===== src/rtl/rc4_phase_sequencer_if.sv =====
// Bundle between the RC4 phase sequencer and its environment: run control,
// phase-engine handshakes, requester S-memory buses and the shared S-memory port.
interface rc4_phase_sequencer_if;
  logic       go;
  logic       abort;
  logic       init_start;
  logic       ksa_start;
  logic       prga_start;
  logic       init_finish;
  logic       ksa_finish;
  logic       prga_finish;
  logic [7:0] init_addr;
  logic [7:0] ksa_addr;
  logic [7:0] prga_addr;
  logic [7:0] init_data;
  logic [7:0] ksa_data;
  logic [7:0] prga_data;
  logic       init_wren;
  logic       ksa_wren;
  logic       prga_wren;
  logic [7:0] s_addr;
  logic [7:0] s_data;
  logic       s_wren;
  logic [1:0] grant;
  logic       busy;
  logic       done;
  logic       error;

  // Environment side: controller, phase engines and requesters.
  modport master (
    output go, abort,
    output init_finish, ksa_finish, prga_finish,
    output init_addr, ksa_addr, prga_addr,
    output init_data, ksa_data, prga_data,
    output init_wren, ksa_wren, prga_wren,
    input  init_start, ksa_start, prga_start,
    input  s_addr, s_data, s_wren,
    input  grant, busy, done, error
  );

  // Sequencer side.
  modport slave (
    input  go, abort,
    input  init_finish, ksa_finish, prga_finish,
    input  init_addr, ksa_addr, prga_addr,
    input  init_data, ksa_data, prga_data,
    input  init_wren, ksa_wren, prga_wren,
    output init_start, ksa_start, prga_start,
    output s_addr, s_data, s_wren,
    output grant, busy, done, error
  );
endinterface


===== src/rtl/rc4_phase_sequencer.sv =====
// Runs the RC4 init -> KSA -> PRGA phase engines in order, handing the shared
// S-memory port to whichever phase currently owns it.
module rc4_phase_sequencer (
  input  logic                  clk,
  input  logic                  reset,
  rc4_phase_sequencer_if.slave  bus
);

  typedef enum logic [3:0] {
    IDLE,
    INIT_S, INIT_A, INIT_R,
    KSA_S,  KSA_A,  KSA_R,
    PRGA_S, PRGA_A, PRGA_R,
    DONE,
    ERROR
  } state_e;

  state_e     state_q, state_d;
  logic [2:0] tmo_q, tmo_d;
  logic [1:0] grant_q, grant_d;

  always_ff @(posedge clk) begin
    if (!reset) begin
      state_q <= IDLE;
      tmo_q   <= '0;
      grant_q <= '0;
    end else begin
      state_q <= state_d;
      tmo_q   <= tmo_d;
      grant_q <= grant_d;
    end
  end

  always_comb begin
    state_d = state_q;
    tmo_d   = tmo_q;
    case (state_q)
      IDLE:   if (bus.go) state_d = INIT_S;
      INIT_S: begin state_d = INIT_A; tmo_d = '0; end
      INIT_A: begin
        if (!bus.init_finish)     state_d = INIT_R;
        else if (tmo_q == 3'd3)   state_d = ERROR;
        else                      tmo_d = tmo_q + 3'd1;
      end
      INIT_R: if (bus.init_finish) state_d = KSA_S;
      KSA_S:  begin state_d = KSA_A; tmo_d = '0; end
      KSA_A: begin
        if (!bus.ksa_finish)      state_d = KSA_R;
        else if (tmo_q == 3'd3)   state_d = ERROR;
        else                      tmo_d = tmo_q + 3'd1;
      end
      KSA_R:  if (bus.ksa_finish) state_d = PRGA_S;
      PRGA_S: begin state_d = PRGA_A; tmo_d = '0; end
      PRGA_A: begin
        if (!bus.prga_finish)     state_d = PRGA_R;
        else if (tmo_q == 3'd3)   state_d = ERROR;
        else                      tmo_d = tmo_q + 3'd1;
      end
      PRGA_R: if (bus.prga_finish) state_d = DONE;
      DONE:   if (bus.go) state_d = INIT_S;
      ERROR:  state_d = ERROR;
      default: state_d = IDLE;
    endcase
    // Abort overrides every transition above, including any pending start.
    if (bus.abort) state_d = IDLE;
  end

  // Grant is derived from the next state so the register matches the phase of the state it enters.
  always_comb begin
    case (state_d)
      INIT_S, INIT_A, INIT_R: grant_d = 2'b01;
      KSA_S,  KSA_A,  KSA_R:  grant_d = 2'b10;
      PRGA_S, PRGA_A, PRGA_R: grant_d = 2'b11;
      default:                grant_d = 2'b00;
    endcase
  end

  assign bus.init_start = (state_q == INIT_S);
  assign bus.ksa_start  = (state_q == KSA_S);
  assign bus.prga_start = (state_q == PRGA_S);
  assign bus.grant      = grant_q;
  assign bus.busy       = (state_q != IDLE) && (state_q != DONE) && (state_q != ERROR);
  assign bus.done       = (state_q == DONE);
  assign bus.error      = (state_q == ERROR);

  always_comb begin
    bus.s_addr = '0;
    bus.s_data = '0;
    bus.s_wren = 1'b0;
    case (grant_q)
      2'b01: begin
        bus.s_addr = bus.init_addr;
        bus.s_data = bus.init_data;
        bus.s_wren = bus.init_wren;
      end
      2'b10: begin
        bus.s_addr = bus.ksa_addr;
        bus.s_data = bus.ksa_data;
        bus.s_wren = bus.ksa_wren;
      end
      2'b11: begin
        bus.s_addr = bus.prga_addr;
        bus.s_data = bus.prga_data;
        bus.s_wren = bus.prga_wren;
      end
      default: ;
    endcase
  end

endmodule


===== src/flat_wrapper.sv =====
// flat-port wrapper written by rule: the top's interface ports become plain ports
module rc4_phase_sequencer_flat 
  (clk, reset, bus_go, bus_abort, bus_init_finish, bus_ksa_finish, bus_prga_finish, bus_init_addr, bus_ksa_addr, bus_prga_addr, bus_init_data, bus_ksa_data, bus_prga_data, bus_init_wren, bus_ksa_wren, bus_prga_wren, bus_init_start, bus_ksa_start, bus_prga_start, bus_s_addr, bus_s_data, bus_s_wren, bus_grant, bus_busy, bus_done, bus_error);
  rc4_phase_sequencer_if bus_i ();
  input  logic clk;
  input  logic reset;
  input wire logic [$bits(bus_i.go)-1:0] bus_go;
  input wire logic [$bits(bus_i.abort)-1:0] bus_abort;
  input wire logic [$bits(bus_i.init_finish)-1:0] bus_init_finish;
  input wire logic [$bits(bus_i.ksa_finish)-1:0] bus_ksa_finish;
  input wire logic [$bits(bus_i.prga_finish)-1:0] bus_prga_finish;
  input wire logic [$bits(bus_i.init_addr)-1:0] bus_init_addr;
  input wire logic [$bits(bus_i.ksa_addr)-1:0] bus_ksa_addr;
  input wire logic [$bits(bus_i.prga_addr)-1:0] bus_prga_addr;
  input wire logic [$bits(bus_i.init_data)-1:0] bus_init_data;
  input wire logic [$bits(bus_i.ksa_data)-1:0] bus_ksa_data;
  input wire logic [$bits(bus_i.prga_data)-1:0] bus_prga_data;
  input wire logic [$bits(bus_i.init_wren)-1:0] bus_init_wren;
  input wire logic [$bits(bus_i.ksa_wren)-1:0] bus_ksa_wren;
  input wire logic [$bits(bus_i.prga_wren)-1:0] bus_prga_wren;
  output wire logic [$bits(bus_i.init_start)-1:0] bus_init_start;
  output wire logic [$bits(bus_i.ksa_start)-1:0] bus_ksa_start;
  output wire logic [$bits(bus_i.prga_start)-1:0] bus_prga_start;
  output wire logic [$bits(bus_i.s_addr)-1:0] bus_s_addr;
  output wire logic [$bits(bus_i.s_data)-1:0] bus_s_data;
  output wire logic [$bits(bus_i.s_wren)-1:0] bus_s_wren;
  output wire logic [$bits(bus_i.grant)-1:0] bus_grant;
  output wire logic [$bits(bus_i.busy)-1:0] bus_busy;
  output wire logic [$bits(bus_i.done)-1:0] bus_done;
  output wire logic [$bits(bus_i.error)-1:0] bus_error;
  assign bus_i.go = bus_go;
  assign bus_i.abort = bus_abort;
  assign bus_i.init_finish = bus_init_finish;
  assign bus_i.ksa_finish = bus_ksa_finish;
  assign bus_i.prga_finish = bus_prga_finish;
  assign bus_i.init_addr = bus_init_addr;
  assign bus_i.ksa_addr = bus_ksa_addr;
  assign bus_i.prga_addr = bus_prga_addr;
  assign bus_i.init_data = bus_init_data;
  assign bus_i.ksa_data = bus_ksa_data;
  assign bus_i.prga_data = bus_prga_data;
  assign bus_i.init_wren = bus_init_wren;
  assign bus_i.ksa_wren = bus_ksa_wren;
  assign bus_i.prga_wren = bus_prga_wren;
  assign bus_init_start = bus_i.init_start;
  assign bus_ksa_start = bus_i.ksa_start;
  assign bus_prga_start = bus_i.prga_start;
  assign bus_s_addr = bus_i.s_addr;
  assign bus_s_data = bus_i.s_data;
  assign bus_s_wren = bus_i.s_wren;
  assign bus_grant = bus_i.grant;
  assign bus_busy = bus_i.busy;
  assign bus_done = bus_i.done;
  assign bus_error = bus_i.error;
  rc4_phase_sequencer u_core (.clk(clk), .reset(reset), .bus(bus_i));
endmodule

===== config.mk =====
export PLATFORM = sky130hd
export DESIGN_NAME = rc4_phase_sequencer_flat
export DESIGN_NICKNAME = d
export VERILOG_FILES = /design/src/rtl/rc4_phase_sequencer_if.sv /design/src/rtl/rc4_phase_sequencer.sv /design/src/flat_wrapper.sv
export SDC_FILE = /design/constraint.sdc
export NUM_CORES = 1
export LEC_CHECK = 0
export ABC_AREA = 1
export CORE_MARGIN = 8
export CORE_UTILIZATION = 36
export CTS_CLUSTER_SIZE = 16
export DETAILED_ROUTE_END_ITERATION = 16
export GPL_ROUTABILITY_DRIVEN = 1
export PLACE_DENSITY = 0.87
export SYNTH_ARGS = -nofsm -noshare
export SYNTH_HDL_FRONTEND = slang
export SYNTH_SLANG_ARGS = --single-unit

===== constraint.sdc =====
create_clock -name clk -period 2.9 [get_ports clk]
set_input_delay 0.58 -clock clk [delete_from_list [all_inputs] [get_ports clk]]
set_output_delay 0.58 -clock clk [all_outputs]
set_load 0.02 [all_outputs]

# Yosys cells after proc, flatten, opt, wreduce, memory -nomap -nowiden
# Memory sizes are Yosys's and may differ from the RTL's. A register that Yosys moved wholly into a read port is not among the register bits.
# Index checks and enable logic that the tools add are counted.
[classes] n_reduce_logical=9 n_mux=18 n_eq_ne=20 add_sub_neg=1
[op_table] op="8-bit one-hot mux with 3 select lines" n=2
[op_table] op="4-bit one-hot mux with 11 select lines" n=1
[op_table] op="4-bit two-way mux" n=9
[op_table] op="4-bit by 3-bit == test with 1-bit output, second input constant" n=4
[op_table] op="4-bit == test, second input constant" n=4
[op_table] op="3-bit two-way mux" n=4
[op_table] op="3-bit one-hot mux with 4 select lines" n=1
[op_table] op="4-bit by 2-bit == test with 1-bit output, second input constant" n=2
[op_table] op="4-bit != test, second input constant" n=2
[op_table] op="4-bit nonzero test" n=2
[op_table] op="2-bit != test, second input constant" n=3
[op_table] op="2-bit == test, second input constant" n=2
[op_table] op="4-bit by 1-bit == test with 1-bit output, second input constant" n=1
[op_table] op="4-bit logical NOT" n=1
[op_table] op="4-bit AND reduction" n=1
[op_table] op="3-bit by 1-bit adder with 3-bit output, second input constant" n=1
[op_table] op="3-bit by 2-bit == test with 1-bit output, second input constant" n=1
[op_table] op="1-bit one-hot mux with 3 select lines" n=1
[op_table] op="3-bit OR reduction" n=1
[op_table] op="2-bit by 1-bit == test with 1-bit output, second input constant" n=1
[op_table] op="1-bit logical AND" n=2
[op_table] op="2-bit OR reduction" n=1
[op_table] op="1-bit logical NOT" n=1
[word_totals] out_inout_bits=25 n_memories=1 wordCells=51 romBits=32 inputBits=58 register_bits=7
[mem_list] memory="(no name shown)" depth=16 word_bits=2 rd=1 rd_ports_with_merged_regs=1 wr=0 line="rc4_phase_sequencer.sv:70" rtl="case (state_d)"

# Longest topological paths before layout
[depth] ltp_word=5 depth_mapped=12 ltp_nobuf=12

# Worst setup path after synthesis
# Ideal clock, no wire load.
[synth_timing] path_kind="reg-to-output" start="register u_core.grant_q[1] (netlist: u_core.bus.grant[1])" end="output port bus_s_addr[1]" required_ns=2.320 path_stages_with_launch=7 t_arrival_ns=1.447 setup_slack_ns=0.873 n_path_buf=2 cell_sequence="dfxtp_1 buf_2 inv_1 nor2_1 buf_2 nand2_1 nand3_1"
[synth_between] elab_chain_cells=2 elab_cells_between_ends=4 classes_between="3 x eq/ne; 1 x mux"
[synth_lines] element="from (decl)" line="rc4_phase_sequencer.sv:20" rtl="logic [1:0] grant_q, grant_d;"
[synth_lines] element="2-bit == test / 2-bit by 1-bit == test with 1-bit output (equally long branches)" line="rc4_phase_sequencer.sv:90" rtl="case (grant_q)"
[synth_lines] element="8-bit one-hot mux with 3 select lines *" line="rc4_phase_sequencer.sv:90"
[synth_lines] element="to (decl)" line="flat_wrapper.sv:24" rtl="output wire logic [$bits(bus_i.s_addr)-1:0] bus_s_addr;"
# Every way passes the cells marked *; elsewhere a longest branch is shown, timed or not.

# Final worst setup path
[layout_timing] start="register u_core.grant_q[1] (netlist: u_core.bus.grant[1])" end="output port bus_s_data[3]"
[layout_between] elab_chain_cells=2 elab_cells_between_ends=4 classes_between="3 x eq/ne; 1 x mux"
[layout_lines] element="2-bit == test / 2-bit by 1-bit == test with 1-bit output (equally long branches)" line="rc4_phase_sequencer.sv:90"
[layout_lines] element="8-bit one-hot mux with 3 select lines *" line="rc4_phase_sequencer.sv:90"
[layout_lines] element="to (decl)" line="flat_wrapper.sv:25" rtl="output wire logic [$bits(bus_i.s_data)-1:0] bus_s_data;"
# Marked as above.

==> flow_summary.ini <==
[outcome]
status = complete, no violations

[final_layout]
antennaDiodeCount = 0
layout.nets = 354
fill_cells = 261
final_cell_area_sq_um = 1968
drive_gt1_frac = 0.06143
syn2layout_area_growth_pct = 81.64

[synth]
synth.area.mux_share = 0
synth_edf_count = 0
synth_flop_cell = dfxtp_1
synth_compound_gate_area_share = 0.06351
synth_xor_area_frac = 0
yosysSeqAreaShare = 0.1663
synth_simple_gate_area_frac = 0.6432
synth_top_family_by_area = simple AND/OR/NAND/NOR gates
synth_cell_types = 22
yosysMostFrequentCell = nand2_1
synth_area_sq_um = 1084
synth_top_cell_by_area = nand2_1
async_reset_ff_frac = 0
ys_seq_elements = 9
avgSynthCellArea_sq_um = 5.160
synth_commonest_cells = 75 x nand2_1, 46 x nand3_1, 29 x nor2_1
synthCells = 210
netlist_top_cells_area = nand2_1 26%, nand3_1 21%, dfxtp_1 17%, nor2_1 10%, inv_1 6.9%
syn-num-nets = 270
synthAdderAreaFrac = 0.02309
yosysTopAreaCellShare = 0.2598
yosys_warnings = 0

[clock_network]
clkSinkCount = 9
root_buffer = clkbuf_4
clock_latency_ns = 0.27
ctsResizeCount = 0
clkSlewWorstSetupHoldPaths_ns = 0.06
cts_tree = yes
numCtsBuffers = 3
postCtsSetupBuffers = 0
cts_htree_levels = 1
clk_path_buf_depth = 2
cts_hold_buf = 0

[setup_path]
r2r-start = u_core.tmo_q[0]$_SDFFE_PN0P_
cp-end-kind = primary output
cp.depth = 6
crit_path_frequent_cell = nand2_1
cp_max_fo = 17
worst_path_max_delay_cell = clkdlybuf4s50_1
max_stage_delay_ns = 0.55
critPathLaunchType = flop
cp_cell_sequence = inv_1 -> nand2_1 -> clkinv_1 -> nand2_1 -> nand3_1 -> clkdlybuf4s50_1
cp_data_required_time_ns = 2.32
reg2reg_slack_ns = 1.15
crit_arrival_ns = 1.91
worstPathBufferInverterCount = 3
reg2reg_to = u_core.bus.grant[0]$_SDFF_PN0_
rr_worst_depth = 12
path_class = reg2out
critPathTopFamily = buffers and inverters

[floorplanning]
dieArea_sq_um = 5021
die_w_um = 70.86
fp.dieH_um = 70.86
ios = 83
rows = 20
core_area_sq_um = 2953
start_util = 0.3669

[grt]
grt_first_pass_wirelength_um = 7093
grt_use_total = 0.1704
antenna_found_initial = 0
gr-total-overflow = 0
grt_max_degree = 20
grt_pass1_vias = 1403

[drt]
first_iter_violations = 110
via_per_inst = 4.788
post_drt_wl_per_cell_um = 13.42
drc = 0
routed_wirelength_um = 4374
ant_nets = 0
dr_total_vias = 1561
drtPass1Iterations = 4

[pwr]
power_switching_mw = 0.1345
seq_power_share = 0.314
internal_power_mw = 0.2955
p_per_area_nw_per_um2 = 218.5
vdd_drop_max_mv = 0.2589
pwr-share-clk = 0.234
leakage_nw = 0.9194
switching_share = 0.3129
power_frac_comb = 0.452

[timing]
period_needed_ns = 2.489
max_freq_mhz = 401.7
fin_crit_sh = 0.8584
slew-limit-headroom = 0.6742
maxSlewViolCount = 0
finalSetupViolations = 0
tns_ns = 0
hold_viol_final = 0
skew_ns = 0.002063
rsz0062_at_grt = false
whs_ns = 0.5298
worst_slew_pin_slew_ns = 0.4856

[min_path]
min_path_type = reg2reg
hold_depth = 2
hp-start = u_core.tmo_q[1]$_SDFFE_PN0P_
min_to = u_core.tmo_q[1]$_SDFFE_PN0P_

[placement]
place_congestion = 0.9225
placed_cell_area_sq_um = 1942
io_buffers = 82
hpwlAfterDp_um = 3721

[run]
maxCapViolCount = 0
-- state kept, by name, indices dropped and copies added, names as in the netlist --
signal / cells
u_core.bus.grant: 2
u_core.state_q: 4
u_core.tmo_q: 3
-- logic make-up (layout without fill, tap and decap cells) --
family / Yosys count / count (layout)
and+or+nand+nor: 160 / 160
AOI/OAI and AO/OA: 10 / 10
adders and majority gates: 2 / 2
DFF: 9 / 9
buffers and inverters: 29 / 112
-- power groups by stage --
stage	combinational (mW)	clock, mW	sequential, mW
6_report	0.194	0.101	0.135
5_1_grt	0.213	0.113	0.136
4_1_cts	0.195	0.104	0.135
3_5_place_dp	0.194	0	0.138
3_3_place_gp	0.192	0	0.137
2_1_floorplan	0.0757	0	0.138
-- tightest hold or removal path, delay by kind of cell (launching register included) --
family / cells / cell delay (ns)
flops: 1 / 0.33
compound gates: 1 / 0.08
simple gates: 1 / 0.08
-- metal layers --
layer	vias up	wire [um]	global-route usage
li1	837	-	-
met1	656	1876	0.2087
met2	62	2135	0.2894
met3	6	287	0.04661
met4	0	75	0.03233
met5	-	0	0
-- layout make-up --
| class | count | area, sq um | share of cell area |
|---|---|---|---|
| sequential | 9 | 180.2 | 0.09154 |
| clock buffer | 4 | 26.28 | 0.01335 |
| inverter | 23 | 86.33 | 0.04387 |
| timing repair buffer | 85 | 843.3 | 0.4285 |
| tap | 33 | 41.29 | 0.02098 |
| multi-input combinational | 172 | 790.8 | 0.4018 |
-- worst max path at each step --
stage / from / end / slack (ns)
finish: u_core.bus.grant[1]$_SDFF_PN0_ / bus_s_data[3] / 0.41
floorplan: u_core.bus.grant[1]$_SDFF_PN0_ / bus_s_addr[1] / 0.87
detailed placement: bus_prga_data[4] / bus_s_data[4] / 0.47
CTS: u_core.bus.grant[1]$_SDFF_PN0_ / bus_s_data[3] / 0.39
global placement: bus_prga_data[4] / bus_s_data[4] / 0.51
global route: u_core.bus.grant[1]$_SDFF_PN0_ / bus_s_data[3] / 0.18
-- through the flow --
stage / setup WS, ns / util / cells / power [mW]
after global routing: 0.1849 / 0.6665 / 326 / 0.4618
after detailed placement: 0.4665 / 0.6576 / 322 / 0.3321
final: 0.4106 / 0.6665 / 326 / 0.4300
after floorplan: 0.8731 / - / 210 / 0.2137
after global placement: 0.5074 / 0.6576 / 322 / 0.3293
after CTS: 0.3917 / 0.6665 / 326 / 0.4336
-- cell usage in the layout, fill, tap and decap left out, drive strengths merged --
master,Yosys,final
a31oi,1,1
clkdlybuf4s50,0,82
nor2,34,34
dfxtp,9,9
inv,22,22
buf,3,3
clkinv,1,1
nor3,2,2
a21oi,3,3
nand3,46,46
nand2,77,77
nand4,1,1
o21ai,5,5
o211ai,1,1
ha,2,2
clkbuf,3,4
Note: power is estimated with default switching activity, not from simulation.
